## config.mk

```make
export PLATFORM = sky130hd
export DESIGN_NAME = mul_div_unit
export DESIGN_NICKNAME = d
export VERILOG_FILES = /design/src/rtl/mul_div_unit.sv
export SDC_FILE = /design/constraint.sdc
export NUM_CORES = 1
export LEC_CHECK = 0
export CELL_PAD_IN_SITES_DETAIL_PLACEMENT = 0
export CELL_PAD_IN_SITES_GLOBAL_PLACEMENT = 1
export CORE_MARGIN = 4
export CORE_UTILIZATION = 48
export DETAILED_ROUTE_END_ITERATION = 16
export GPL_TIMING_DRIVEN = 0
export PLACE_DENSITY = 0.91
export SLEW_MARGIN = 5
export SYNTH_ARGS = -nofsm -noshare
export SYNTH_HDL_FRONTEND = slang
export SYNTH_SLANG_ARGS = --single-unit
```

## constraint.sdc

```tcl
create_clock -name clk -period 7.5 [get_ports clk]
set_clock_uncertainty 0.05 [all_clocks]
set_input_delay 1.125 -clock clk [delete_from_list [all_inputs] [get_ports clk]]
set_output_delay 1.125 -clock clk [all_outputs]
set_load 0.02 [all_outputs]
```

## src/rtl/mul_div_unit.sv

```systemverilog
// Iterative signed multiply/divide beside the Execute-stage ALU.
// One shift-add or restoring-divide step per cycle; HI/LO written on the FIX exit edge.
module mul_div_unit #(
   parameter int         WIDTH    = 32,
   parameter logic [2:0] MUL_CODE = 3'b101,
   parameter logic [2:0] DIV_CODE = 3'b111
) (
   input  logic             clk,
   input  logic             reset,
   input  logic             StartE,
   input  logic [2:0]       ALUControlE,
   input  logic [WIDTH-1:0] SrcAE,
   input  logic [WIDTH-1:0] SrcBE,
   output logic             BusyE,
   output logic             DoneE,
   output logic [WIDTH-1:0] HiOut,
   output logic [WIDTH-1:0] LoOut
);

   typedef enum logic [1:0] {IDLE, CALC, FIX} state_t;

   localparam logic [5:0] LAST = 6'(WIDTH - 1);

   state_t             state;
   logic [5:0]         count;
   logic               is_div;
   logic               neg_lo;
   logic               neg_hi;
   logic               div_zero;
   logic [WIDTH-1:0]   mag_a;
   logic [WIDTH-1:0]   mag_b;
   logic [2*WIDTH-1:0] acc;
   logic [WIDTH:0]     rem;

   logic               accept;
   logic               op_div;
   logic [WIDTH-1:0]   abs_a;
   logic [WIDTH-1:0]   abs_b;
   logic [WIDTH:0]     add_hi;
   logic [WIDTH+1:0]   wide;
   logic [WIDTH+1:0]   diff;
   logic               ge;
   logic [2*WIDTH-1:0] prod;
   logic [WIDTH-1:0]   hi_fix;
   logic [WIDTH-1:0]   lo_fix;

   assign op_div = (ALUControlE == DIV_CODE);
   assign accept = StartE && ((ALUControlE == MUL_CODE) || op_div);
   assign abs_a  = SrcAE[WIDTH-1] ? -SrcAE : SrcAE;
   assign abs_b  = SrcBE[WIDTH-1] ? -SrcBE : SrcBE;

   // Multiply step: add multiplicand into the upper half when the current
   // multiplier bit is set; the carry lands in the shifted-out MSB.
   assign add_hi = {1'b0, acc[2*WIDTH-1:WIDTH]} + (acc[0] ? {1'b0, mag_a} : '0);

   // Divide step: bring down the next dividend bit and trial-subtract.
   assign wide = {rem, acc[WIDTH-1]};
   assign diff = wide - {2'b00, mag_b};
   assign ge   = ~diff[WIDTH+1];

   always_comb begin
      prod   = neg_lo ? -acc : acc;
      hi_fix = prod[2*WIDTH-1:WIDTH];
      lo_fix = prod[WIDTH-1:0];
      if (is_div) begin
         // Divide by zero yields quotient all ones; the remainder is already
         // |A| with the sign of A, i.e. the dividend itself.
         lo_fix = div_zero ? '1 : (neg_lo ? -acc[WIDTH-1:0] : acc[WIDTH-1:0]);
         hi_fix = neg_hi ? -rem[WIDTH-1:0] : rem[WIDTH-1:0];
      end
   end

   always_ff @(posedge clk) begin
      if (reset) begin
         state    <= IDLE;
         count    <= '0;
         is_div   <= 1'b0;
         neg_lo   <= 1'b0;
         neg_hi   <= 1'b0;
         div_zero <= 1'b0;
         mag_a    <= '0;
         mag_b    <= '0;
         acc      <= '0;
         rem      <= '0;
         BusyE    <= 1'b0;
         DoneE    <= 1'b0;
         HiOut    <= '0;
         LoOut    <= '0;
      end else begin
         DoneE <= 1'b0;
         case (state)
            IDLE: begin
               if (accept) begin
                  state    <= CALC;
                  count    <= '0;
                  is_div   <= op_div;
                  neg_lo   <= SrcAE[WIDTH-1] ^ SrcBE[WIDTH-1];
                  neg_hi   <= op_div & SrcAE[WIDTH-1];
                  div_zero <= op_div & (SrcBE == '0);
                  mag_a    <= abs_a;
                  mag_b    <= abs_b;
                  acc      <= {{WIDTH{1'b0}}, (op_div ? abs_a : abs_b)};
                  rem      <= '0;
                  BusyE    <= 1'b1;
               end
            end
            CALC: begin
               if (is_div) begin
                  rem              <= ge ? diff[WIDTH:0] : wide[WIDTH:0];
                  acc[WIDTH-1:0]   <= {acc[WIDTH-2:0], ge};
               end else begin
                  acc <= {add_hi, acc[WIDTH-1:1]};
               end
               if (count == LAST) state <= FIX;
               else               count <= count + 6'd1;
            end
            FIX: begin
               HiOut <= hi_fix;
               LoOut <= lo_fix;
               DoneE <= 1'b1;
               BusyE <= 1'b0;
               count <= '0;
               state <= IDLE;
            end
            default: state <= IDLE;
         endcase
      end
   end

endmodule

```

; ---- After elaboration in Yosys (flattened, before gate mapping)
; Cells that the tools add are included.
[totals]
reg_bits = 239
latchBits = 0
ramBits = 0
romBits = 0
in_bits = 70
wordCells = 78
n_memories = 0
[op_classes]
n_addsub = 8
multipliers = 0
n_div = 0
order_cmp = 0
n_eq_ne = 10
n_shift = 0
n_mux = 27
bitwise_logic = 4
n_reduce_logical = 14
[op_table]
columns = operator, n
row1 = two-way mux 32 bit, 11
row2 = two-way mux 64 bit, 2
row3 = negation 32 bit, 4
row4 = case mux 64 bit (2 select lines), 1
row5 = two-way mux 33 bit, 3
row6 = case mux 33 bit (2 select lines), 1
row7 = negation 64 bit, 1
row8 = subtractor 34 x 32 -> 34 bit, 1
row9 = adder 32 x 32 -> 33 bit, 1
row10 = zero test 32 bit, 1
row11 = case mux 6 bit (3 select lines), 1
row12 = two-way mux 6 bit, 2
row13 = "inequality test 2 bit, second input constant", 5
row14 = AND reduction 3 bit, 3
row15 = AND reduction 2 bit, 4
row16 = "adder 6 x 1 -> 6 bit, second input constant", 1
row17 = "== test 3 bit, second input constant", 2
row18 = "== test 6 x 5 -> 1 bit, second input constant", 1
row19 = two-way mux 2 bit, 2
row20 = case mux 2 bit (2 select lines), 1
row21 = nonzero test 2 bit, 2
row22 = nonzero test 3 bit, 1
row23 = AND 1 bit, 2
row24 = "== test 2 x 1 -> 1 bit, second input constant", 1
row25 = 8 further kinds, 9

; ---- Depth between registers and ports, before layout
[logic_depth]
word_depth = 5
ltp_mapped = 14

; ---- Worst setup path before layout
; OpenSTA, ideal clock, no wires.
[synth_timing]
path_type = input-to-reg
startpoint = input SrcAE[13]
endpoint = register acc[31]
setup_time_ns = 0.095
arrival_time_ns = 3.802
slack_ns = 3.553
stages = 9
path_cell_list = or4_4 > or4_1 > or2_1 > or4_1 > clkbuf_1 > or4_4 > o211ai_2 > o21ai_0 > a221oi_1
[synth_between]
elab_chain_cells = 5
[synth_rtl]
columns = element, line
row1 = start: declaration, 12  ; input logic [WIDTH-1:0] SrcAE,
row2 = negation 32 bit, 49  ; assign abs_a = SrcAE[WIDTH-1] ? -SrcAE : SrcAE;
row3 = two-way mux 32 bit, 49
row4 = two-way mux 32 bit, 102  ; acc <= {{WIDTH{1'b0}}, (op_div ? abs_a : abs_b)};
row5 = two-way mux 64 bit, 93  ; if (accept) begin
row6 = case mux 64 bit (2 select lines), 91  ; case (state)
row7 = end signal: assignment, 102
row8 = end signal: indexed assignment, 110  ; acc[WIDTH-1:0] <= {acc[WIDTH-2:0], ge};
row9 = end signal: assignment, 112  ; acc <= {add_hi, acc[WIDTH-1:1]};
row10 = end: declaration, 32  ; logic [2*WIDTH-1:0] acc;
; Every way passes these cells. The select of a mux whose other input is x is not followed.
; A chain may end at the register's enable or synchronous reset.

; ---- Worst setup path in the final report
[layout_timing]
startpoint = input SrcBE[0]
endpoint = register acc[30]
[layout_between]
elab_chain_cells = 5
[layout_rtl]
columns = element, line
row1 = start: declaration, 13  ; input logic [WIDTH-1:0] SrcBE,
row2 = negation 32 bit, 50  ; assign abs_b = SrcBE[WIDTH-1] ? -SrcBE : SrcBE;
row3 = two-way mux 32 bit, 50
row4 = two-way mux 32 bit, 102
row5 = two-way mux 64 bit, 93
row6 = case mux 64 bit (2 select lines), 91
; Every way passes these cells. The select of a mux whose other input is x is not followed.

==> flow_summary.ini <==
[floorplan]
std_cell_rows = 67
core_area_um2 = 33450
start_util = 0.4864
ioPinCount = 136
die_y_um = 192.1
fp.dieArea_um2 = 36900
die_w_um = 192.1

[drt]
vias_per_cell = 6.189
antenna_left = 0
wl_um = 61160
drt_iter0_drc = 1533
wl_per_cell_um = 22.58
route.detailed.drc = 0
first_pass_iters = 6
num_vias = 16760

[clock_network]
cts.sinks = 239
clock-root-buffer = clkbuf_16
cts_inserted_buffers = 29
insertion_delay_ns = 0.56
cts_resized = 0
postCtsSetupRepairBufs = 0
cts.clk_slew.worst_paths_ns = 0.06
cts_tree = done
htree_levels = 1
cts_buffer_depth = 3
cts_hold_buf = 0

[sta]
fin_setup_tns_ns = 0
finalCritPeriodShare = 0.5984
worst_hold_slack_ns = 0.4014
fin_crit_ns = 4.488
tightest_slew_ns = 1.207
fmax_ghz = 0.2228
slew_headroom = 0.1904
hold_viol = 0
rsz0062_at_grt = false
slew_violations = 0
final-setup-viol-count = 0

[synth]
synth_area_um2 = 16270
synth_edf_count = 0
synth.avg_cell_area_um2 = 7.855
ys_async_sr_fraction = 0
synth.distinct_cells = 72
synthCells = 2071
synth_seq_cells = 239
synth_ff_type = dfxtp_1
ys_seq_area_frac = 0.2941
yosys_warnings = 0
synthesis.nets = 2212

[final_layout]
fillers = 3145
design_area_um2 = 19220
nNetsFinal = 2379
seq_area_um2 = 4785
drive_gt1_frac = 0.03453
multi_input_area_um2 = 10750
area_growth_syn_to_layout_pct = 18.13
post-route-util = 0.5745

[global_route]
grt_use_total = 0.3217
antenna_found_initial = 1
use_met1 = 0.4424
overflow = 0
grt_pass1_vias = 15970
grtUsageMet2 = 0.5001
top_usage_layer = met2
use_met3 = 0.04308
grt_pass1_wl_um = 92980
grt_start_max_net_pins = 14

[setup_path]
cp_slowest_cell = clkdlybuf4s50_1
crit_top_cell = a211oi_1
cp-end-kind = flip-flop
max_stage_delay_ns = 0.66
worst_setup_path_start_kind = primary input
crit_arrival_ns = 4.85
critPathLaunch = SrcBE[0]
crit_fanout = 5
critPathKind = in2reg
rr_startpoint = rem[11]
cp_cell_sequence = clkdlybuf4s50_1, inv_1, ha_1, or3b_2, nor4_1, nand3_1, or3_1, o41ai_1, xor2_1, o22ai_1, a211oi_1, a211oi_1
critical_path_required_ns = 7.86

[placement]
dpl_cell_area_um2 = 18190
port_buffers = 135
globalplace.congestion = 1.061
dp_hpwl_um = 47840

[hold_path]
min-delay-start = HiOut[3]
hold_path.class = reg2reg

[pwr]
leakage_nw = 7.120
cellPowerDensity_nw_per_um2 = 181.1
irDropWorstVdd_uv = 193.9

[outcome]
outcome = finished clean

[flow_run]
max_cap_viol_count = 0
cells by family after synthesis:
kind of cell	count (synthesis)	synth area share
AO/OA/AOI/OAI	610	0.2510
XOR/XNOR	204	0.1098
adder cells (fa/ha/maj)	71	0.05553
buffers and inverters	194	0.04515
flip-flops	239	0.2941
multiplexers	66	0.04069
AND/OR/NAND/NOR	687	0.2037
critical path, delay by kind of cell:
family,cells,cell delay (ns)
and+or+nand+nor,4,1.48
xor gates and xnor gates,1,0.40
buffers and inverters,2,0.80
AOI/OAI and AO/OA,4,0.86
adders and majority gates,1,0.17
cell usage after synthesis (4+ instances only):
| master | n | share of area |
|---|---|---|
| clkbuf_1 | 116 | 0.027 |
| ha_1 | 69 | 0.053 |
| a21o_1 | 38 | 0.018 |
| xor2_1 | 130 | 0.070 |
| nand2b_1 | 17 | 0.0065 |
| o21bai_1 | 9 | 0.0042 |
| nor3b_1 | 4 | 0.0018 |
| or4_1 | 26 | 0.012 |
| a21oi_1 | 105 | 0.032 |
| a221oi_1 | 10 | 0.0054 |
| buf_1 | 15 | 0.0035 |
| nand4_1 | 18 | 0.0069 |
| o21ai_0 | 134 | 0.041 |
| a31oi_1 | 18 | 0.0069 |
| o21a_1 | 6 | 0.0028 |
| or2_2 | 4 | 0.0015 |
| nand2_1 | 219 | 0.051 |
| a32o_1 | 4 | 0.0025 |
| nor3_1 | 35 | 0.011 |
| nor2_1 | 179 | 0.041 |
| o211ai_1 | 16 | 0.0074 |
| and3_1 | 11 | 0.0042 |
| nand3b_1 | 4 | 0.0018 |
| nand3_1 | 56 | 0.017 |
| nor2b_1 | 17 | 0.0065 |
| and2_1 | 40 | 0.015 |
| buf_2 | 5 | 0.0015 |
| a22o_1 | 10 | 0.0054 |
| or4_4 | 6 | 0.0042 |
| a211oi_1 | 136 | 0.063 |
| a211o_1 | 4 | 0.0022 |
| o41ai_1 | 25 | 0.013 |
| xnor2_1 | 74 | 0.040 |
| nor4_1 | 11 | 0.0042 |
| mux2i_1 | 65 | 0.040 |
| o22ai_1 | 5 | 0.0019 |
| dfxtp_1 | 239 | 0.29 |
| inv_1 | 58 | 0.013 |
| or3_1 | 27 | 0.010 |
| o31ai_1 | 47 | 0.022 |
| a311oi_1 | 7 | 0.0038 |
| o221ai_1 | 6 | 0.0032 |
per-layer routing:
metal / part of all wire / vias up / wire [um]
met4: 0.054 / 0 / 3323
met5: 0 / - / 0
met1: 0.43 / 7960 / 26330
met2: 0.44 / 777 / 26670
li1: - / 7874 / -
met3: 0.079 / 150 / 4840
flip-flops by register name, summed over array words and instances, names as in the netlist:
register,flops
BusyE,1
DoneE,1
HiOut,32
LoOut,32
acc,64
count,6
div_zero,1
is_div,1
mag_a,32
mag_b,32
neg_hi,1
neg_lo,1
rem,33
state,2
final timing paths:
path / depth (start not counted) / slack (ns) / endpoint
worst max register to register: 11 / 3.13 / acc[0]
worst min-delay path: 2 / 0.40 / HiOut[3]
worst max-delay path: 12 / 3.01 / acc[30]
worst min register to register: 2 / 0.40 / HiOut[3]
stage by stage:
step | instances | power, mW | setup WS, ns
final | 2708 | 3.480 | 3.012
after global routing | 2707 | 3.582 | 2.835
after CTS | 2707 | 3.476 | 3.084
after detailed placement | 2655 | 1.954 | 2.513
after global placement | 2654 | 1.948 | 2.569
after floorplan | 2071 | 1.728 | 3.553
cell type report:
cell class,count,share of cell area
diodes,1,0.0001302
clock buffers,36,0.04069
repair buffers,136,0.07071
inverters,58,0.01133
multi-input cells,1638,0.5596
clock inverters,16,0.01250
flip-flops and latches,239,0.2490
plain buffers,136,0.02689
well taps,448,0.02917
cell usage in the layout (no fill, tap or decap), types with 7 or more instances in the layout:
master and instances:
a211oi_1 136, a21o_1 38, a21oi_1 105, a221oi_1 10, a22o_1 10, a311oi_1 7, a31oi_1 18, and2_1 40
and3_1 11, buf_1 15, clkbuf_1 120, clkbuf_16 29, clkdlybuf4s50_1 135, clkinv_2 7, dfxtp_1 239, ha_1 69
inv_1 58, mux2i_1 65, nand2_1 219, nand2b_1 17, nand3_1 56, nand4_1 18, nor2_1 179, nor2b_1 17
nor3_1 34, nor4_1 11, o211ai_1 16, o21ai_0 134, o21bai_1 9, o31ai_1 47, o41ai_1 25, or3_1 27
or4_1 26, xnor2_1 74, xor2_1 130
where the power goes:
part           internal [mW]  switching, mW  leakage [nW]
sequential              1.30         0.0339          1.94
combinational          0.219          0.392          4.68
clock                  0.942          0.591         0.505
Note: power is estimated with default switching activity, not from simulation.
